$ cat src/rtl/coin_collector.sv
// coin_collector
// Front-end sequencer for the vending machine. Takes product-select and coin
// pulses, keeps per-denomination coin counts, and presents the product code
// (op1), the command (op2) and the coin counts to the change-calculation stage.
// It also caps counts and totals so the downstream 4-bit change arithmetic
// cannot overflow, and refunds automatically after a period of inactivity.
//
// Handshake: there is none. Every input is a single-cycle pulse sampled on
// the rising edge, and every output is a register that changes only after that
// edge. The change stage must read op1/op2/counts while op2 is nonzero; they
// are held stable for HOLD_CYCLES cycles.
//
// Ports
//   clk, rst_n                 clock, asynchronous active-low reset
//   sel_a, sel_b               product-select pulses (both at once is ignored)
//   coin1, coin2, coin5        coin-inserted pulses
//   buy, cancel                purchase confirm / refund request
//   op1[1:0]                   product code: 00 none, 01 A, 10 B
//   op2[1:0]                   command: 00 none, 01 vend, 10 refund
//   i1, i2, i5[3:0]            accepted coin counts
//   total[6:0]                 i1 + 2*i2 + 5*i5
//   reject                     one-cycle pulse: a coin in the previous cycle was refused
//   short                      one-cycle pulse: buy refused for insufficient funds
//   busy                       high while vending or refunding
module coin_collector #(
  parameter int PRICE_A        = 7,
  parameter int PRICE_B        = 9,
  parameter int HOLD_CYCLES    = 4,
  parameter int TIMEOUT_CYCLES = 255
) (
  input  logic       clk,
  input  logic       rst_n,
  input  logic       sel_a,
  input  logic       sel_b,
  input  logic       coin1,
  input  logic       coin2,
  input  logic       coin5,
  input  logic       buy,
  input  logic       cancel,
  output logic [1:0] op1,
  output logic [1:0] op2,
  output logic [3:0] i1,
  output logic [3:0] i2,
  output logic [3:0] i5,
  output logic [6:0] total,
  output logic       reject,
  output logic       short,
  output logic       busy
);

  localparam int TW = $clog2(TIMEOUT_CYCLES + 1);
  localparam int HW = $clog2(HOLD_CYCLES + 1);

  typedef enum logic [1:0] {IDLE, COLLECT, VEND, REFUND} state_t;

  state_t        state, state_n;
  logic [TW-1:0] tcnt, tcnt_n;
  logic [HW-1:0] hcnt, hcnt_n;
  logic [1:0]    op1_n, op2_n;
  logic [3:0]    i1_n, i2_n, i5_n;
  logic [6:0]    total_n;
  logic          reject_n, short_n, busy_n;

  logic          sel_one, any_coin, funded;
  logic          acc1, acc2, acc5, rej;
  logic [7:0]    price, limit, run;

  always_ff @(posedge clk or negedge rst_n) begin
    if (!rst_n) begin
      state  <= IDLE;
      tcnt   <= '0;
      hcnt   <= '0;
      op1    <= 2'b00;
      op2    <= 2'b00;
      i1     <= 4'd0;
      i2     <= 4'd0;
      i5     <= 4'd0;
      total  <= 7'd0;
      reject <= 1'b0;
      short  <= 1'b0;
      busy   <= 1'b0;
    end else begin
      state  <= state_n;
      tcnt   <= tcnt_n;
      hcnt   <= hcnt_n;
      op1    <= op1_n;
      op2    <= op2_n;
      i1     <= i1_n;
      i2     <= i2_n;
      i5     <= i5_n;
      total  <= total_n;
      reject <= reject_n;
      short  <= short_n;
      busy   <= busy_n;
    end
  end

  always_comb begin
    state_n  = state;
    tcnt_n   = tcnt;
    hcnt_n   = hcnt;
    op1_n    = op1;
    op2_n    = op2;
    i1_n     = i1;
    i2_n     = i2;
    i5_n     = i5;
    reject_n = 1'b0;
    short_n  = 1'b0;
    acc1     = 1'b0;
    acc2     = 1'b0;
    acc5     = 1'b0;
    rej      = 1'b0;
    sel_one  = sel_a ^ sel_b;
    any_coin = coin1 | coin2 | coin5;
    price    = (op1 == 2'b01) ? 8'(PRICE_A) : (op1 == 2'b10) ? 8'(PRICE_B) : 8'd0;
    limit    = price + 8'd15;
    run      = {1'b0, total};
    funded   = (run >= price) && (run <= limit);

    case (state)
      IDLE: begin
        reject_n = any_coin;
        if (sel_one) begin
          op1_n   = sel_a ? 2'b01 : 2'b10;
          tcnt_n  = '0;
          state_n = COLLECT;
        end
      end

      COLLECT: begin
        // Leaving for VEND/REFUND freezes the counts, so any coin arriving in
        // the same cycle is refused rather than silently added.
        if (cancel) begin
          state_n  = REFUND;
          op2_n    = 2'b10;
          hcnt_n   = '0;
          reject_n = any_coin;
        end else if (buy && funded) begin
          state_n  = VEND;
          op2_n    = 2'b01;
          hcnt_n   = '0;
          reject_n = any_coin;
        end else begin
          // Largest coin first, each checked against the running total so a
          // later smaller coin can still fit after a larger one is refused.
          if (coin5) begin
            if (i5 != 4'd15 && run + 8'd5 <= limit) begin
              acc5 = 1'b1;
              run  = run + 8'd5;
            end else rej = 1'b1;
          end
          if (coin2) begin
            if (i2 != 4'd15 && run + 8'd2 <= limit) begin
              acc2 = 1'b1;
              run  = run + 8'd2;
            end else rej = 1'b1;
          end
          if (coin1) begin
            if (i1 != 4'd15 && run + 8'd1 <= limit) begin
              acc1 = 1'b1;
              run  = run + 8'd1;
            end else rej = 1'b1;
          end
          reject_n = rej;
          short_n  = buy;
          if (acc5) i5_n = i5 + 4'd1;
          if (acc2) i2_n = i2 + 4'd1;
          if (acc1) i1_n = i1 + 4'd1;
          // Re-selecting keeps the coins already held, even past the new limit.
          if (sel_one) op1_n = sel_a ? 2'b01 : 2'b10;
          if (acc1 || acc2 || acc5 || sel_one || buy) begin
            tcnt_n = '0;
          end else if (tcnt == TW'(TIMEOUT_CYCLES - 1)) begin
            state_n = REFUND;
            op2_n   = 2'b10;
            hcnt_n  = '0;
          end else begin
            tcnt_n = tcnt + TW'(1);
          end
        end
      end

      VEND, REFUND: begin
        reject_n = any_coin;
        if (hcnt == HW'(HOLD_CYCLES - 1)) begin
          state_n = IDLE;
          hcnt_n  = '0;
          op1_n   = 2'b00;
          op2_n   = 2'b00;
          i1_n    = 4'd0;
          i2_n    = 4'd0;
          i5_n    = 4'd0;
        end else begin
          hcnt_n = hcnt + HW'(1);
        end
      end

      default: state_n = IDLE;
    endcase

    total_n = {3'b000, i1_n} + {2'b00, i2_n, 1'b0} + {3'b000, i5_n} + {1'b0, i5_n, 2'b00};
    busy_n  = (state_n == VEND) || (state_n == REFUND);
  end

endmodule

$ cat config.mk
export PLATFORM = sky130hd
export DESIGN_NAME = coin_collector
export DESIGN_NICKNAME = d
export VERILOG_FILES = /design/src/rtl/coin_collector.sv
export SDC_FILE = /design/constraint.sdc
export NUM_CORES = 1
export LEC_CHECK = 0
export ABC_AREA = 0
export CAP_MARGIN = 0
export CORE_UTILIZATION = 30
export DETAILED_ROUTE_END_ITERATION = 12
export GPL_ROUTABILITY_DRIVEN = 1
export GPL_TIMING_DRIVEN = 0
export PLACE_DENSITY = 0.45
export RECOVER_POWER = 100
export REMOVE_ABC_BUFFERS = 1
export SYNTH_ARGS = -nofsm -noshare
export SYNTH_HDL_FRONTEND = slang
export SYNTH_SLANG_ARGS = --single-unit
$ cat constraint.sdc
create_clock -name clk -period 11.4 [get_ports clk]
set_clock_uncertainty 0.05 [all_clocks]
set_input_delay 3.42 -clock clk [delete_from_list [all_inputs] [get_ports clk]]
set_output_delay 3.42 -clock clk [all_outputs]
set_load 0.005 [all_outputs]
# Yosys cells after proc, flatten, opt, wreduce, memory -nomap -nowiden
# Index checks and enable logic that the tools add are counted.
[word_totals]
in_bits = 9
reg_bits = 39
elab_cells = 154
[classes]
mux = 84
n_addsub = 12
n_lt_le_gt_ge = 5
n_reduce_logical = 19
n_bitwise = 3
n_eq_ne = 19
[op_table]
columns = ["cell", "n"]
rows = [
  ["$mux 8", 15],
  ["$mux 4", 14],
  ["$mux 2", 15],
  ["$mux 1", 26],
  ["$le 8x5->1", 3],
  ["$pmux 4 s2", 3],
  ["$ne 4x4->1 const B", 5],
  ["$add 8x1->8 const B", 2],
  ["$pmux 8 s2", 1],
  ["$mux 3", 5],
  ["$add 4x1->4 const B", 3],
  ["$pmux 2 s3", 2],
  ["$eq 2x2->1 const B", 5],
  ["$add 7x3->8 const B", 1],
  ["$add 8x2->8 const B", 1],
  ["$eq 8x8->1 const B", 1],
  ["$ne 2x2->1 const B", 4],
  ["$add 6x4->7", 1],
  ["$add 7x6->7", 1],
  ["$ge 7x4->1", 1],
  ["$le 7x5->1", 1],
  ["$add 4x5->6", 1],
  ["$pmux 3 s2", 1],
  ["$reduce_and 3->1", 2],
  ["17 further kinds", 28],
]

# Depth between registers and ports, before layout
# Gate-level depths: netlist of the first run.
[logic_depth]
word_depth = 37
mapped_depth = 42
ltp_nobuf = 39

# Least setup slack after synthesis of the first run
# Ideal clock, no wire load.
[synth_timing]
path_kind = "input-to-reg"
from = "input coin5"
to = "register total[6]"
slack_ps = 827
setup_time_ps = 80
path_stages = 33
n_path_buf = 2
arrival_ps = 10443
path_cell_list = "o211ai_4 -> or4_1 -> nand2_1 -> ha_1 -> clkbuf_1 -> xnor2_1 -> ha_1 -> a211oi_1 -> o21ai_0 -> or3_1 -> a31oi_4 -> o21ba_1 -> buf_6 -> xnor2_1 -> ha_1 -> ha_1 -> nor2b_1 -> o21a_1 -> o21a_1 -> o21a_1 -> o22ai_1 -> nand3_1 -> or2_2 -> nor4b_2 -> o21ai_1 -> fa_1 -> inv_1 -> fa_1 -> inv_1 -> fa_1 -> a21o_1 -> a21oi_1 -> xnor2_1"
[synth_between]
elab_chain_len = 27
word_cells_on_any_way = 44
cone_classes = "5 x add/sub; 2 x order compare; 35 x mux; 2 x reduce/logical"
[synth_lines]
columns = ["item", "line_no", "source"]
rows = [
  ["start, declared", "37", "input logic coin5,"],
  ["$mux 8 *", "146", "if (coin5) begin"],
  ["$mux 8 *", "138", "end else if (buy && funded) begin"],
  ["$mux 8 *", "133", "if (cancel) begin"],
  ["$mux 8 *", "120", "case (state)"],
  ["$add 8x2->8", "153, 155", ""],
  ["$le 8x5->1", "153", "if (i2 != 4'd15 && run + 8'd2 <= limit) begin"],
  ["$logic_and 1x1->1", "153", ""],
  ["$mux 8", "153", ""],
  ["[13 not listed]", "-", ""],
  ["$mux 4 *", "138", ""],
  ["$mux 4 *", "133", ""],
  ["$pmux 4 s2 *", "120", ""],
  ["named net i1_n[3]", "60", "logic [3:0] i1_n, i2_n, i5_n;"],
  ["$add 4x5->6 *", "201", "total_n = {3'b000, i1_n} + {2'b00, i2_n, 1'b0} + {3'b000, i5_n} + {1'b0, i5_n, 2'b00};"],
  ["$add 6x4->7 *", "201", ""],
  ["$add 7x6->7 *", "201", ""],
  ["named net total_n[6]", "61", "logic [6:0] total_n;"],
  ["end signal, assigned", "91", "total <= total_n;"],
  ["end, declared", "45", "output logic [6:0] total,"],
]
# The timed path passes the listed nets; every way through them passes the cells marked *. The select of a mux whose other input is x is not followed.
# A chain may end at the register's enable or synchronous reset.

# Final worst setup path of the first run
# Same ends and word-level chain as after synthesis.

==> results_tabular.tex, run 1 <==
\begin{tabular}{lr}
\hline
Metric & Value \\
\hline
\multicolumn{2}{l}{\textbf{Routing}} \\
\quad Drt total wl & 9.69 mm \\
\quad Detailed Routing Iterations Pass 1 & 4 \\
\quad Number of nets with antenna violations after detailed routing & 0 \\
\quad Total DRC errors in the routed layout & 0 \\
\quad Number of DRC markers in iteration 0 & 170 \\
\quad Post-detailed-route wirelength per cell & 17.3 um \\
\quad Total via count in the routed design & 3029 \\
\quad Post-detailed-route via-to-cell ratio & roughly 5.4 \\
\multicolumn{2}{l}{\textbf{Synthesis}} \\
\quad Synth top area share & 26.7\% \\
\quad Number of flops mapped to enable cells by yosys & 0 \\
\quad Register area share after synthesis & 26.7\% \\
\quad Top post-synthesis cells by area & sky130\_fd\_sc\_hd\_\_dfrtp\_1 27\%, sky130\_fd\_sc\_hd\_\_ha\_1 16\%, sky130\_fd\_sc\_hd\_\_xnor2\_1 3.9\%, sky130\_fd\_sc\_hd\_\_fa\_1 3.4\%, sky130\_fd\_sc\_hd\_\_nand2\_1 3.4\% \\
\quad Main flop type after synthesis & sky130\_fd\_sc\_hd\_\_dfrtp\_1 \\
\quad Yosys reg bits & 38 \\
\quad Largest area contributor in the netlist & sky130\_fd\_sc\_hd\_\_dfrtp\_1 \\
\quad Ys Warns & 0 \\
\quad Count of mapped cells out of synthesis & 387 \\
\quad Async set-or-reset flop fraction in the synthesized netlist & 100\% \\
\quad Number of distinct library cells after synthesis & 72 \\
\quad Mean instance size in the synthesized netlist & 9.19 um\^{}2 \\
\quad Cell area after synthesis & 0.00356 mm\^{}2 \\
\multicolumn{2}{l}{\textbf{Finish}} \\
\quad Highest-count cells in the layout ignoring fill and taps & 44 x sky130\_fd\_sc\_hd\_\_ha\_1, 38 x sky130\_fd\_sc\_hd\_\_dfrtp\_1, 31 x sky130\_fd\_sc\_hd\_\_nand2\_1 \\
\quad Number of nets at the end of the flow & 477 \\
\quad Leading cell type in the layout, fill and taps excluded & sky130\_fd\_sc\_hd\_\_ha\_1 \\
\quad Area grow syn2layout & 18.8\% \\
\quad Count of non-filler cells in the finished layout & around 560 \\
\quad Fraction of layout cells with a size suffix above 1 & 8.65\% \\
\quad \# diodes & 0 \\
\multicolumn{2}{l}{\textbf{STA}} \\
\quad Worst setup slack after layout & 0.578 ns \\
\quad Max Transition Viols Final & 34 \\
\quad Rel. slew slack & -24.7\% \\
\quad Measured slew at the worst slew-check pin & 1.87 ns \\
\quad Number of endpoints with negative hold slack in the final report & 0 \\
\quad Final Setup Violations & 0 \\
\quad Tcrit/Tclk final & between 90 and 100\% \\
\quad Maximum clock rate & 92.4 MHz \\
\quad Final Hold Slack & between 0.4 and 0.5 ns \\
\quad Time the final worst path needs with I/O delays and setup & between 10 and 15 ns \\
\quad Setup repair after global routing missed its margin & false \\
\multicolumn{2}{l}{\textbf{Clocking}} \\
\quad Clock network latency to the later pin of the worst-skew pair & 0.28 ns \\
\quad CTS tree & built \\
\quad Worst-case clock buffer depth & 2 \\
\quad CTS buffer count & 5 \\
\quad Total number of clock tree sinks & 38 \\
\quad Clock Pin Slew Worst Setup and Hold Paths & around 0.050 ns \\
\quad Cell chosen for the clock root & sky130\_fd\_sc\_hd\_\_clkbuf\_16 \\
\quad H-tree depth & 2 \\
\multicolumn{2}{l}{\textbf{Floorplanning}} \\
\quad Starting density of the core & between 30\% and 40\% \\
\quad DIE HEIGHT & between 100 and 150 um \\
\quad Cell Rows & 39 \\
\quad Io pins & 35 \\
\quad Width of the chip & 111 um \\
\quad Core area & $\sim$0.011 mm\^{}2 \\
\quad Die Outline Area & 0.0123 mm\^{}2 \\
\multicolumn{2}{l}{\textbf{Critical path}} \\
\quad Worst stage delay on the critical path & 0.56 ns \\
\quad Arrival time of the worst setup path & 10.97 ns \\
\quad Type of element capturing the critical path & flip-flop \\
\quad Category of cells accounting for the largest share of critical-path delay & compound AO/OA/AOI/OAI gates \\
\quad Crit Path Class & input port to flip-flop \\
\quad R2R Setup Slk & approximately 1.3 ns \\
\quad WP data required & around 12 ns \\
\quad Kind of start point of the critical path & input port \\
\quad Biggest fanout along the worst timing path & 10 \\
\quad Crit path buffers/inverters & 3 \\
\quad Critical Path Slowest Stage Cell & sky130\_fd\_sc\_hd\_\_fa\_1 \\
\multicolumn{2}{l}{\textbf{Placement}} \\
\quad Instance count after placement with tap cells included & 551 \\
\quad Gpl congestion & 0.785 \\
\quad Post-place setup slack & -0.903 ns \\
\quad Port-buffer cells & 34 \\
\quad HPWL after detailed placement & 7.26 mm \\
\multicolumn{2}{l}{\textbf{Status}} \\
\quad Status & finished with violations \\
\quad Violated checks & max-capacitance violations, max-slew violations \\
\multicolumn{2}{l}{\textbf{Power}} \\
\quad Pwr per Cell Area & 232 mW/mm\^{}2 \\
\quad Worst IR Drop VDD & 0.0000965 V \\
\quad Leakage power of the design & 1.85 nW \\
\quad Power consumption & approximately 0.001 W \\
\multicolumn{2}{l}{\textbf{Run}} \\
\quad Max\_cap viols & 1 \\
\multicolumn{2}{l}{\textbf{GRT}} \\
\quad Number of antenna violations at the first check in global routing & 0 \\
\quad Residual overflow from global routing & 0 \\
\quad Largest net degree at the start of global routing & 34 \\
\quad Tot GR Track Use & 16.7\% \\
\quad Number of global-route vias before repair & between 3000 and 4000 \\
\quad First-pass GRT wire length & 16.3 mm \\
\multicolumn{2}{l}{\textbf{Worst hold path}} \\
\quad Path type of the worst min-delay path & flip-flop to flip-flop \\
\hline
\end{tabular}
==> metal layers <==
layer,routed length [um],GRT usage (%)
met1,4700,22.6
met2,4600,27.4
met3,254,2.57
met4,137,4.98
met5,0,0
==> area by class of cell <==
| cell class | count | area (um^2) |
|---|---|---|
| fill | 1175 | 7240 |
| tap | 143 | 179 |
| sequential | 38 | 951 |
| multi-input combinational | 315 | 2530 |
| clock buffer | 6 | 139 |
| timing repair buffer | 37 | 347 |
| inverter | 20 | 75.1 |
==> power by group <==
part | total [W] | switching, W | leakage (nW) | internal, W
Sequential | 0.000204 | 0.0000432 | 0.512 | 0.000160
Combinational | 0.000641 | 0.000369 | 1.27 | 0.000272
Clock | 0.000137 | 0.0000526 | 0.0688 | 0.0000845
==> cells in the mapped netlist, types with 4 or more instances <==
master and n:
sky130_fd_sc_hd__nand3b_1 4, sky130_fd_sc_hd__o31ai_1 4, sky130_fd_sc_hd__xnor2_1 16, sky130_fd_sc_hd__a21o_1 5
sky130_fd_sc_hd__ha_1 45, sky130_fd_sc_hd__o21ai_0 20, sky130_fd_sc_hd__o22ai_1 4, sky130_fd_sc_hd__nand3_1 12
sky130_fd_sc_hd__dfrtp_1 38, sky130_fd_sc_hd__o21a_1 7, sky130_fd_sc_hd__nand2_1 32, sky130_fd_sc_hd__o21ai_1 6
sky130_fd_sc_hd__nor3_1 16, sky130_fd_sc_hd__nor2_1 21, sky130_fd_sc_hd__a21oi_1 17, sky130_fd_sc_hd__nor2b_1 8
sky130_fd_sc_hd__clkbuf_1 8, sky130_fd_sc_hd__fa_1 6, sky130_fd_sc_hd__nand4_1 9, sky130_fd_sc_hd__xor2_1 8
sky130_fd_sc_hd__inv_1 20
==> cell families after synthesis <==
logic type      after synthesis  synth area share [%]
buf+inv                      34                  4.33
fa+ha+maj                    51                  19.2
xor+xnor                     24                  5.91
compound gates              109                  22.7
simple gates                128                  19.7
flops                        38                  26.7
mux                           3                  1.34
==> per-stage QoR <==
step           TNS (ns)  util (%)  area [um^2]
2_1_floorplan         0         -         3480
3_3_place_gp      -2.63      34.8         4000
3_5_place_dp      -2.81      35.0         4010
4_1_cts               0      36.7         4210
5_1_grt               0      36.8         4230
6_report              0      36.8         4230
==> path summary, 6_finish.rpt <==
path,startpoint,endpoint,cells past startpoint
min,hcnt[0],hcnt[0],1
max reg2reg,total[1],total[6],35
max in group asynchronous,rst_n,total[4],2
max,coin5,total[6],32
min reg2reg,hcnt[0],hcnt[0],1
min in group asynchronous,rst_n,tcnt[4],1
==> repair_timing <==
item                                    CTS  global route
pin swaps                                 1             2
endpoints found under the setup margin    4             4
resized for setup                        11             9
buffers inserted                          1             1
hold buffers                              0             0
==> registers in the layout (all words and copies together) (netlist names) <==
name and cells:
busy 1, hcnt 3, i1 4, i2 4, i5 4, op1 2, op2 2, reject 1
short 1, state 1, tcnt 8, total 7
Power figures use the tool's default switching activity.
==> inputs of run 2 (changes only) <==
Settings changed: ABC_AREA 0 to 1.
Clock period 11.4 ns to 10.2 ns, I/O delays scaled along.
==> run 2 against run 1 <==
The run still ends with max-capacitance violations, max-slew violations left. Sequential share of layout area rose by 0.63 points. Sequential power rose by 8%. Global-route usage fell by 0.92 points. Setup slack gained 0.15 ns. Register-to-register slack improved by 0.74 ns. Critical path type unchanged.
==> results_tabular.tex, run 2 <==
\begin{tabular}{lr}
\hline
Metric & Value \\
\hline
\multicolumn{2}{l}{\textbf{Clocking}} \\
\quad Number of buffers inserted for hold repair after clock tree synthesis & 0 (unchanged) \\
\quad Worst-case clock buffer depth & 2 (unchanged) \\
\quad Post-CTS Setup Repair Bufs & 0 (-1) \\
\quad Cell chosen for the clock root & sky130\_fd\_sc\_hd\_\_clkbuf\_16 \\
\quad CTS tree & built \\
\quad H-tree depth & 2 (unchanged) \\
\quad Clock Pin Slew Worst Setup and Hold Paths & 0.05 ns (about the same) \\
\quad Clock network latency to the later pin of the worst-skew pair & 0.28 ns (about the same) \\
\quad Total number of clock tree sinks & 38 (unchanged) \\
\quad CTS buffer count & 5 (unchanged) \\
\multicolumn{2}{l}{\textbf{Critical path}} \\
\quad WP data required & 10.31 ns (-1.24 ns) \\
\quad Kind of start point of the critical path & input port \\
\quad Crit. path cell count & 43 (+34\%) \\
\quad Worst reg2reg path startpoint & total[1] \\
\quad Critical Path Slowest Stage Cell & sky130\_fd\_sc\_hd\_\_fa\_1 \\
\quad Crit path buffers/inverters & 8 (+5) \\
\quad Type of element capturing the critical path & flip-flop \\
\quad Biggest fanout along the worst timing path & 10 (unchanged) \\
\quad Cell count of the worst reg-to-reg path & 51 (+46\%) \\
\quad Timing startpoint of the critical path & coin5 \\
\quad Category of cells accounting for the largest share of critical-path delay & adder cells \\
\quad Crit Path Class & input port to flip-flop \\
\quad Most frequent CP cell & sky130\_fd\_sc\_hd\_\_nand2\_1 \\
\quad Worst stage delay on the critical path & 0.59 ns (+0.03 ns) \\
\quad Arrival time of the worst setup path & 9.59 ns (-1.38 ns) \\
\multicolumn{2}{l}{\textbf{Synthesis}} \\
\quad Yosys reg bits & 38 (unchanged) \\
\quad Ys Warns & 0 (unchanged) \\
\quad Count of mapped cells out of synthesis & 473 (+22\%) \\
\quad Cell area after synthesis & 0.00351 mm\^{}2 (-1.2\%) \\
\quad Ranking of synthesized cells by instance count & 122 x sky130\_fd\_sc\_hd\_\_nand2\_1, 76 x sky130\_fd\_sc\_hd\_\_inv\_1, 45 x sky130\_fd\_sc\_hd\_\_ha\_1 \\
\quad Largest area contributor in the netlist & sky130\_fd\_sc\_hd\_\_dfrtp\_1 \\
\quad Number of distinct library cells after synthesis & 35 (-51\%) \\
\quad Number of flops mapped to enable cells by yosys & 0 (unchanged) \\
\quad Synth top area share & 27.1\% (+0.31 points) \\
\quad Most common cell in the synthesized netlist & sky130\_fd\_sc\_hd\_\_nand2\_1 \\
\quad Main flop type after synthesis & sky130\_fd\_sc\_hd\_\_dfrtp\_1 \\
\quad Async set-or-reset flop fraction in the synthesized netlist & 100\% (unchanged) \\
\quad Register area share after synthesis & 27.1\% (+0.31 points) \\
\quad Mean instance size in the synthesized netlist & 7.43 um\^{}2 (-19\%) \\
\quad Top post-synthesis cells by area & sky130\_fd\_sc\_hd\_\_dfrtp\_1 27\%, sky130\_fd\_sc\_hd\_\_ha\_1 16\%, sky130\_fd\_sc\_hd\_\_nand2\_1 13\%, sky130\_fd\_sc\_hd\_\_inv\_1 8.1\%, sky130\_fd\_sc\_hd\_\_xor2\_1 4.0\% \\
\multicolumn{2}{l}{\textbf{Floorplanning}} \\
\quad Cell Rows & 39 (unchanged) \\
\quad Core area & 0.0114 mm\^{}2 (-0.42\%) \\
\quad Starting density of the core & 30.8\% (-0.23 points) \\
\quad Io pins & 35 (unchanged) \\
\quad Width of the chip & 110 um (-0.57\%) \\
\quad Die Outline Area & 0.0122 mm\^{}2 (-1.1\%) \\
\quad DIE HEIGHT & 110 um (-0.57\%) \\
\multicolumn{2}{l}{\textbf{Routing}} \\
\quad Total DRC errors in the routed layout & 0 (unchanged) \\
\quad Drt total wl & 8.55 mm (-12\%) \\
\quad Total via count in the routed design & 3050 (+0.69\%) \\
\quad Post-detailed-route via-to-cell ratio & 4.66 (-14\%) \\
\quad Post-detailed-route wirelength per cell & 13.1 um (-25\%) \\
\quad Detailed Routing Iterations Pass 1 & 4 (unchanged) \\
\quad Number of DRC markers in iteration 0 & 107 (-37\%) \\
\quad Number of nets with antenna violations after detailed routing & 0 (unchanged) \\
\multicolumn{2}{l}{\textbf{STA}} \\
\quad Maximum clock rate & about 110 MHz \\
\quad Number of endpoints with negative hold slack in the final report & 0 (unchanged) \\
\quad Max Transition Viols Final & 34 (unchanged) \\
\quad Total Negative Setup Slacks & 0 ns (unchanged) \\
\quad Measured slew at the worst slew-check pin & 1.87 ns (+0.00136 ns) \\
\quad Rel. slew slack & -24.8\% (-0.091 points) \\
\quad Time the final worst path needs with I/O delays and setup & 9.48 ns \\
\quad Setup repair after global routing missed its margin & false \\
\quad Tcrit/Tclk final & 92.9\% \\
\quad Final Setup Violations & 0 (unchanged) \\
\quad Worst setup slack after layout & 0.724 ns (+0.146 ns) \\
\multicolumn{2}{l}{\textbf{Finish}} \\
\quad Leading cell type in the layout, fill and taps excluded & sky130\_fd\_sc\_hd\_\_nand2\_1 \\
\quad Final cell area excluding filler cells & 0.00411 mm\^{}2 (-2.7\%) \\
\quad Highest-count cells in the layout ignoring fill and taps & 123 x sky130\_fd\_sc\_hd\_\_nand2\_1, 77 x sky130\_fd\_sc\_hd\_\_inv\_1, 45 x sky130\_fd\_sc\_hd\_\_ha\_1 \\
\quad Area grow syn2layout & 16.9\% \\
\quad Register bank with the most flops & tcnt \\
\quad Largest registers ranked by flip-flop count & tcnt: 8 flops, total: 7 flops \\
\quad Number of nets at the end of the flow & 572 (+20\%) \\
\quad Largest register FFs & 8 (unchanged) \\
\quad Fraction of layout cells with a size suffix above 1 & 7.05\% (-1.6 points) \\
\quad \# diodes & 0 (unchanged) \\
\multicolumn{2}{l}{\textbf{Status}} \\
\quad Violated checks & max-capacitance violations, max-slew violations \\
\quad Status & finished with violations \\
\multicolumn{2}{l}{\textbf{Placement}} \\
\quad HPWL after detailed placement & 6.75 mm (-7.0\%) \\
\quad Gpl congestion & 0.796 (+1.4\%) \\
\quad Post-place setup slack & -0.00992 ns (+0.893 ns) \\
\quad Area after DPL & 0.00403 mm\^{}2 (+0.53\%) \\
\quad Port-buffer cells & 34 (unchanged) \\
\multicolumn{2}{l}{\textbf{Power}} \\
\quad Worst IR Drop VDD & 0.0000798 V (-17\%) \\
\quad Pwr per Cell Area & 273 mW/mm\^{}2 (+17\%) \\
\quad Power consumption & 0.00112 W (+14\%) \\
\quad Leakage power of the design & 2.24 nW (+21\%) \\
\multicolumn{2}{l}{\textbf{GRT}} \\
\quad Tot GR Track Use & 15.8\% (-0.92 points) \\
\quad Number of global-route vias before repair & 3051 (-1.1\%) \\
\quad First-pass GRT wire length & 14.8 mm (-9.8\%) \\
\quad Largest net degree at the start of global routing & 34 (unchanged) \\
\quad Residual overflow from global routing & 0 (unchanged) \\
\quad Number of antenna violations at the first check in global routing & 0 (unchanged) \\
\multicolumn{2}{l}{\textbf{Worst hold path}} \\
\quad WHS Path Cells & 2 (+1) \\
\quad Source of the worst hold timing path & op2[0] \\
\quad Path type of the worst min-delay path & flip-flop to flip-flop \\
\multicolumn{2}{l}{\textbf{Run}} \\
\quad Max\_cap viols & 1 (unchanged) \\
\hline
\end{tabular}
run 2: cell count changes after synthesis, sizes merged, moves of 7 or more:
cell,previous run,this run
inv,20,81
nand3,12,31
nand4,9,16
nand2,32,136
o21a,7,0
xnor2,16,1
nor3,17,4
nor2,21,32
nor2b,8,0
xor2,8,16
run 2: path summary, 6_finish.rpt:
kind                       endpoint  slack (ns)
max                        total[6]        0.72
min                          op2[0]        0.43
max reg2reg                total[6]        2.07
min reg2reg                  op2[0]        0.43
max in group asynchronous     i2[3]        5.45
min in group asynchronous   hcnt[0]        2.59
run 2: final cells by class:
class	count	area, um^2
fill	1234	7310
multi-input combinational	350	2200
sequential	38	951
timing repair buffer	36	339
inverter	81	304
tap	143	179
clock buffer	6	139
run 2: kinds of logic (layout without fill, tap and decap cells):
group / Yosys count / in the layout / share of synthesized area, %
AOI/OAI and AO/OA: 60 / 60 / 9.97
DFF: 38 / 38 / 27.1
xor gates and xnor gates: 17 / 17 / 4.24
adders and majority gates: 51 / 51 / 19.4
buffers and inverters: 85 / 123 / 9.33
and+or+nand+nor: 222 / 222 / 30.0
run 2: what timing repair did:
item / CTS / global route
resized for setup: 0 / 2
setup endpoints to repair: 0 / 4
endpoints found under the hold margin: 0 / 0
run 2: power by group:
group / switching (W) / internal [W] / leakage [nW]
Clock: 0.0000573 / 0.0000945 / 0.0688
Combinational: 0.000476 / 0.000272 / 1.66
Sequential: 0.0000383 / 0.000183 / 0.511
Total: 0.000571 / 0.000549 / 2.24
run 2: per-stage QoR:
stage               hold slack (ns)  instances  utilization [%]
floorplan                     0.396        469                -
global placement              0.413        646             35.1
detailed placement            0.421        648             35.3
CTS                           0.438        654             36.5
global route                  0.462        654             36.0
finish                        0.425        654             36.0
run 2: worst reg2reg max path: cells and delay by family (launching register included):
family,cells,cell delay [ns]
adders and majority gates,10,3.28
and+or+nand+nor,26,2.50
AOI/OAI and AO/OA,4,0.67
buffers and inverters,8,0.52
DFF,1,0.51
xor gates and xnor gates,3,0.47
run 2: per-layer routing:
| metal | wire length (um) | vias up | part of all wire (%) | global-route usage [%] |
|---|---|---|---|---|
| met5 | 0 | - | 0 | 0 |
| met4 | 170 | 0 | 2.0 | 5.36 |
| met3 | 205 | 11 | 2.4 | 1.88 |
| met2 | 3870 | 41 | 45 | 26.7 |
| met1 | 4300 | 1392 | 50 | 20.8 |
| li1 | - | 1606 | - | - |
==> inputs of run 3 (changes only) <==
Settings changed: SLEW_MARGIN set to 20.
==> run 3 against run 2 <==
Via count shrank 0.66%. Count of clock-buffer cells in the layout shrank 1. The flow still finishes with violations (max-capacitance violations, max-slew violations). Critical path type unchanged. Combinational power is essentially flat. Utilization grew 0.44 points. Sequential power is essentially flat.
==> results_tabular.tex, run 3 (same netlist as run 2, synthesis figures left out) <==
\begin{tabular}{lr}
\hline
Metric & Value \\
\hline
\multicolumn{2}{l}{\textbf{Status}} \\
\quad Status & finished with violations \\
\quad Violated checks & max-capacitance violations, max-slew violations \\
\multicolumn{2}{l}{\textbf{Power}} \\
\quad Internal power & 0.000593 W (+8.0\%) \\
\quad Power consumption & 0.00117 W (+4.5\%) \\
\quad Leakage power of the design & 2.26 nW (+0.89\%) \\
\quad Portion of total power attributed to sequential cells & 18.9\% (-0.8 points) \\
\quad Fraction of power consumed by combinational cells & 63.6\% (-3.1 points) \\
\quad Switching Share & 49.4\% (-1.6 points) \\
\quad Share of total power in the clock network & 17.5\% (+4.0 points) \\
\quad Worst IR Drop VDD & 0.0000920 V (+15\%) \\
\quad Pwr per Cell Area & 282 mW/mm\^{}2 (+3.3\%) \\
\quad Switching Power & 0.000578 W (+1.2\%) \\
\multicolumn{2}{l}{\textbf{STA}} \\
\quad Time the final worst path needs with I/O delays and setup & 9.52 ns (+0.0409 ns) \\
\quad Number of endpoints with negative hold slack in the final report & 0 (unchanged) \\
\quad Setup repair after global routing missed its margin & false \\
\quad Final Hold Slack & 0.423 ns (-0.00241 ns) \\
\quad Tcrit/Tclk final & 93.3\% (+0.40 points) \\
\quad Measured slew at the worst slew-check pin & 1.63 ns (-0.243 ns) \\
\quad Maximum clock rate & 105 MHz (-0.43\%) \\
\quad Max Transition Viols Final & 31 (-8.8\%) \\
\quad Final Setup Violations & 0 (unchanged) \\
\quad Rel. slew slack & -8.57\% (+16 points) \\
\multicolumn{2}{l}{\textbf{Critical path}} \\
\quad Most frequent CP cell & sky130\_fd\_sc\_hd\_\_nand2\_1 \\
\quad Kind of start point of the critical path & input port \\
\quad Type of element capturing the critical path & flip-flop \\
\quad Critical Path Slowest Stage Cell & sky130\_fd\_sc\_hd\_\_fa\_1 \\
\quad Crit Path Class & input port to flip-flop \\
\quad Biggest fanout along the worst timing path & 10 (unchanged) \\
\quad Worst stage delay on the critical path & 0.59 ns (about the same) \\
\quad R2R Setup Slk & 2.04 ns (-0.03 ns) \\
\quad Category of cells accounting for the largest share of critical-path delay & adder cells \\
\quad WP data required & 10.31 ns (about the same) \\
\quad Arrival time of the worst setup path & 9.63 ns (+0.04 ns) \\
\quad Crit path buffers/inverters & 8 (unchanged) \\
\multicolumn{2}{l}{\textbf{GRT}} \\
\quad First-pass GRT wire length & 14.4 mm (-2.4\%) \\
\quad Tot GR Track Use & 15.4\% (-0.38 points) \\
\quad Residual overflow from global routing & 0 (unchanged) \\
\quad Number of antenna violations at the first check in global routing & 0 (unchanged) \\
\quad Number of global-route vias before repair & 2984 (-2.2\%) \\
\quad Largest net degree at the start of global routing & 31 (-8.8\%) \\
\multicolumn{2}{l}{\textbf{Clocking}} \\
\quad Number of buffers inserted for hold repair after clock tree synthesis & 0 (unchanged) \\
\quad CTS tree & built \\
\quad Worst-case clock buffer depth & 2 (unchanged) \\
\quad Cell chosen for the clock root & sky130\_fd\_sc\_hd\_\_clkbuf\_16 \\
\quad Total number of clock tree sinks & 38 (unchanged) \\
\quad Clock network latency to the later pin of the worst-skew pair & 0.29 ns (about the same) \\
\quad Clock Pin Slew Worst Setup and Hold Paths & 0.06 ns (about the same) \\
\quad H-tree depth & 2 (unchanged) \\
\quad CTS buffer count & 5 (unchanged) \\
\multicolumn{2}{l}{\textbf{Worst hold path}} \\
\quad Path type of the worst min-delay path & flip-flop to flip-flop \\
\multicolumn{2}{l}{\textbf{Floorplanning}} \\
\quad Io pins & 35 (unchanged) \\
\quad DIE HEIGHT & 110 um (unchanged) \\
\quad Starting density of the core & 30.8\% (unchanged) \\
\quad Cell Rows & 39 (unchanged) \\
\quad Die Outline Area & 0.0122 mm\^{}2 (unchanged) \\
\quad Core area & 0.0114 mm\^{}2 (unchanged) \\
\quad Width of the chip & 110 um (unchanged) \\
\multicolumn{2}{l}{\textbf{Routing}} \\
\quad Routed wire length on met2 & 3.82 mm (-1.5\%) \\
\quad Detailed route wirelength on metal3 & 164 um (-20\%) \\
\quad Post-detailed-route wirelength per cell & 12.9 um (-1.5\%) \\
\quad Routed metal-1 wire length & 4.24 mm (-1.5\%) \\
\quad Number of nets with antenna violations after detailed routing & 0 (unchanged) \\
\quad Total via count in the routed design & 3030 (-0.66\%) \\
\quad Number of DRC markers in iteration 0 & 104 (-2.8\%) \\
\quad Max layer used & met4 \\
\quad Detailed Routing Iterations Pass 1 & 6 (+2) \\
\quad Total DRC errors in the routed layout & 0 (unchanged) \\
\quad Drt total wl & 8.43 mm (-1.3\%) \\
\quad Post-detailed-route via-to-cell ratio & 4.63 (-0.81\%) \\
\multicolumn{2}{l}{\textbf{Finish}} \\
\quad Area grow syn2layout & 18.4\% \\
\quad Fraction of layout cells with a size suffix above 1 & 7.42\% (+0.38 points) \\
\quad Number of nets at the end of the flow & 571 (-0.17\%) \\
\quad Leading cell type in the layout, fill and taps excluded & sky130\_fd\_sc\_hd\_\_nand2\_1 \\
\quad Largest registers ranked by flip-flop count & tcnt: 8 flops, total: 7 flops \\
\quad Largest register FFs & 8 (unchanged) \\
\quad Final core utilization & 36.4\% (+0.44 points) \\
\quad \# diodes & 0 (unchanged) \\
\quad Count of non-filler cells in the finished layout & 655 (+0.15\%) \\
\quad Highest-count cells in the layout ignoring fill and taps & 123 x sky130\_fd\_sc\_hd\_\_nand2\_1, 77 x sky130\_fd\_sc\_hd\_\_inv\_1, 45 x sky130\_fd\_sc\_hd\_\_ha\_1 \\
\quad Register bank with the most flops & tcnt \\
\multicolumn{2}{l}{\textbf{Placement}} \\
\quad HPWL after detailed placement & 6.73 mm (-0.29\%) \\
\quad Port-buffer cells & 34 (unchanged) \\
\quad Instance count after placement with tap cells included & 647 (-0.15\%) \\
\quad Gpl congestion & 0.796 (unchanged) \\
\multicolumn{2}{l}{\textbf{Run}} \\
\quad Max\_cap viols & 1 (unchanged) \\
\hline
\end{tabular}
==> run 3: cell types whose count changed in the layout (fill, tap and decap cells not counted) <==
cell and delta:
sky130_fd_sc_hd__nor2_1 -1, sky130_fd_sc_hd__clkbuf_8 -1, sky130_fd_sc_hd__nor2_2 +1, sky130_fd_sc_hd__buf_4 -1, sky130_fd_sc_hd__bufinv_16 +2, sky130_fd_sc_hd__clkinv_4 +1
==> run 3: power by group through the flow <==
stage          logic, W  clock network [W]  registers, W
2_1_floorplan  0.000551                  0      0.000216
3_3_place_gp   0.000753                  0      0.000226
3_5_place_dp   0.000763                  0      0.000227
4_1_cts        0.000771           0.000209      0.000224
5_1_grt        0.000876           0.000216      0.000228
6_report       0.000745           0.000205      0.000221
==> run 3: final cells by class <==
type / count / area, um^2
inverter: 81 / 304
multi-input combinational: 350 / 2200
timing repair buffer: 35 / 332
clock inverter: 3 / 68.8
tap: 143 / 179
clock buffer: 5 / 125
sequential: 38 / 951
fill: 1261 / 7260
==> run 3: worst paths after layout <==
kind / startpoint / end / cells past startpoint
worst min register to register: op2[1] / op2[1] / 2
worst max register to register: total[2] / total[6] / 51
max in group asynchronous: rst_n / total[0] / 2
worst min-delay path: op2[1] / op2[1] / 2
worst max-delay path: coin5 / total[6] / 43
min in group asynchronous: rst_n / hcnt[0] / 1
==> run 3: worst register-to-register path, delay by kind of cell (launching register included) <==
family,cells,cell delay [ns]
buf+inv,8,0.54
compound gates,4,0.76
simple gates,26,2.43
xor+xnor,4,0.72
flops,1,0.51
fa+ha+maj,9,3.00
==> run 3: layer usage <==
metal | vias to the layer above | track usage (%)
met3 | 15 | 1.70
met5 | - | 0
met4 | 0 | 5.64
met1 | 1375 | 20.6
li1 | 1602 | -
met2 | 38 | 25.6
==> run 3: stage by stage <==
stage | setup WS [ns] | instance area (um^2) | TNS (ns)
floorplan | 1.51 | 3490 | 0
global placement | 0.0320 | 4010 | 0
detailed placement | -0.00793 | 4030 | -0.00793
CTS | 0.245 | 4220 | 0
global route | 0.0629 | 4160 | 0
finish | 0.683 | 4160 | 0
==> run 3: repair_timing <==
action                     in CTS  in global routing
setup endpoints to repair       0                  4
setup buffers                   0                  0
gates resized for setup         0                  2
==> RTL change (config.mk and constraints of run 3) <==
Re-encode `state_t` (4 states) as one-hot, 4 bits wide.
--- a/src/rtl/coin_collector.sv
+++ b/src/rtl/coin_collector.sv
@@ -53,3 +53,3 @@
 
-  typedef enum logic [1:0] {IDLE, COLLECT, VEND, REFUND} state_t;
+  typedef enum logic [3:0] {IDLE = 4'b0001, COLLECT = 4'b0010, VEND = 4'b0100, REFUND = 4'b1000} state_t;
 
Function: same outputs for any inputs over 4 cycles, from zero or initial values and one cycle with rst_n low; so few cycles prove little.
==> RTL change against run 3 <==
The run still ends with max-capacitance violations, max-slew violations left; routed wire length up 8.5%; first-iteration DRC count up 7.7%; critical path type unchanged; area after synthesis up 4.9%; register-to-register slack worse by 0.23 ns; largest cell class unchanged; sequential cell count up 3; setup slack about the same; final area up 3.5%.
Power is left out: the tool's default activity adds up to more than one toggle a clock period on the data nets, which glitch-free logic cannot reach.
==> RTL change: results (changes against run 3) <==
Result of the run: complete, but fails checks (unchanged)
Failing checks: max-capacitance violations, max-slew violations (unchanged)
Place WS: -0.354 ns (was -0.00793 ns)
Drt total wl: 9150 um (was 8430 um)
Dominant cells by area after synthesis: dfrtp_1 (27%), ha_1 (15%), nand2_1 (12%) (was dfrtp_1 (27%), ha_1 (16%), nand2_1 (13%))
Vias: 3197 (was 3030)
Nets@finish: 601 (was 571)
Area post-placement: 4200 um^2 (was 4030 um^2)
Share of post-route cells with drive strength above 1: 7.92% (was 7.42%)
Pre-antenna DRT Iters: 5 (was 6)
Sequential fraction of the synthesis area: 27.9% (was 27.1%)
First-pass GRT wire length: 15700 um (was 14400 um)
DRT iter0 DRCs: 112 (was 104)
Maxcap violations: 1 (unchanged)
HPWL after DPL: 7340 um (was 6730 um)
Slew at the pin with the worst max-slew slack: 1.55 ns (was 1.63 ns)
Max incr delay on CP: 0.53 ns (was 0.59 ns)
Fin cells: 690 (was 655)
CP delay by family, top: adder cells (unchanged)
Top cells by count, synth: nand2_1 (122), inv_1 (89), ha_1 (44), nand3_1 (41), dfrtp_1 (40) (was nand2_1 (122), inv_1 (76), ha_1 (45), dfrtp_1 (38), nor2_1 (29))
Worst Path Arrival: 9.64 ns (was 9.63 ns)
Total GRT Usage: 15.8% (was 15.4%)
Largest net degree at the start of global routing: 28 (was 31)
Final Max Slew Viols: 28 (was 31)
Syn avg cell area: 7.31 um^2 (was 7.43 um^2)
Placed cells: 681 (was 647)
RTL change: cell count changes after synthesis, sizes merged, moves of 6 or more:
cell / delta
nor3: +9
inv: +10
o21ai: -11
nor2: +6
nand4: -6
nand3: +16
RTL change: layer usage:
metal | global-route usage (%) | vias to the layer above | share of wire (%)
met5 | 0 | - | 0
met4 | 4.27 | 0 | 1.1
met3 | 1.98 | 5 | 2.0
met2 | 25.8 | 35 | 46
met1 | 22.0 | 1464 | 51
li1 | - | 1693 | -
RTL change: area by class of cell:
| cell class | count | area (um^2) |
|---|---|---|
| multi-input combinational | 367 | 2270 |
| tap | 147 | 184 |
| clock buffer | 6 | 129 |
| sequential | 41 | 1030 |
| fill | 1307 | 7700 |
| inverter | 91 | 342 |
| timing repair buffer | 36 | 340 |
| clock inverter | 2 | 10.0 |
RTL change: final timing paths:
| kind | start | endpoint | slack, ns | depth (start not counted) |
|---|---|---|---|---|
| max | coin5 | total[6] | 0.68 | 49 |
| min | op2[0] | op2[0] | 0.43 | 2 |
| max reg2reg | total[0] | total[6] | 1.81 | 60 |
| min reg2reg | op2[0] | op2[0] | 0.43 | 2 |
| max in group asynchronous | rst_n | i5[2] | 5.41 | 2 |
| min in group asynchronous | rst_n | state[3] | 2.79 | 1 |
RTL change: repair_timing:
action	4_1_cts	5_1_grt
gates resized for setup	2	6
pin swaps	0	3
buffers inserted	0	1
gates cloned	0	0
setup endpoints to repair	1	4
hold buffers	0	0
RTL change: cells by family (layout without fill, tap and decap cells):
kind of cell / after synthesis / in the layout / synth area share, %
and+or+nand+nor: 249 / 249 / 32.0
buffers and inverters: 96 / 135 / 10.0
adders and majority gates: 50 / 50 / 18.2
AOI/OAI and AO/OA: 50 / 50 / 7.60
DFF: 41 / 41 / 27.9
xor gates and xnor gates: 18 / 18 / 4.28
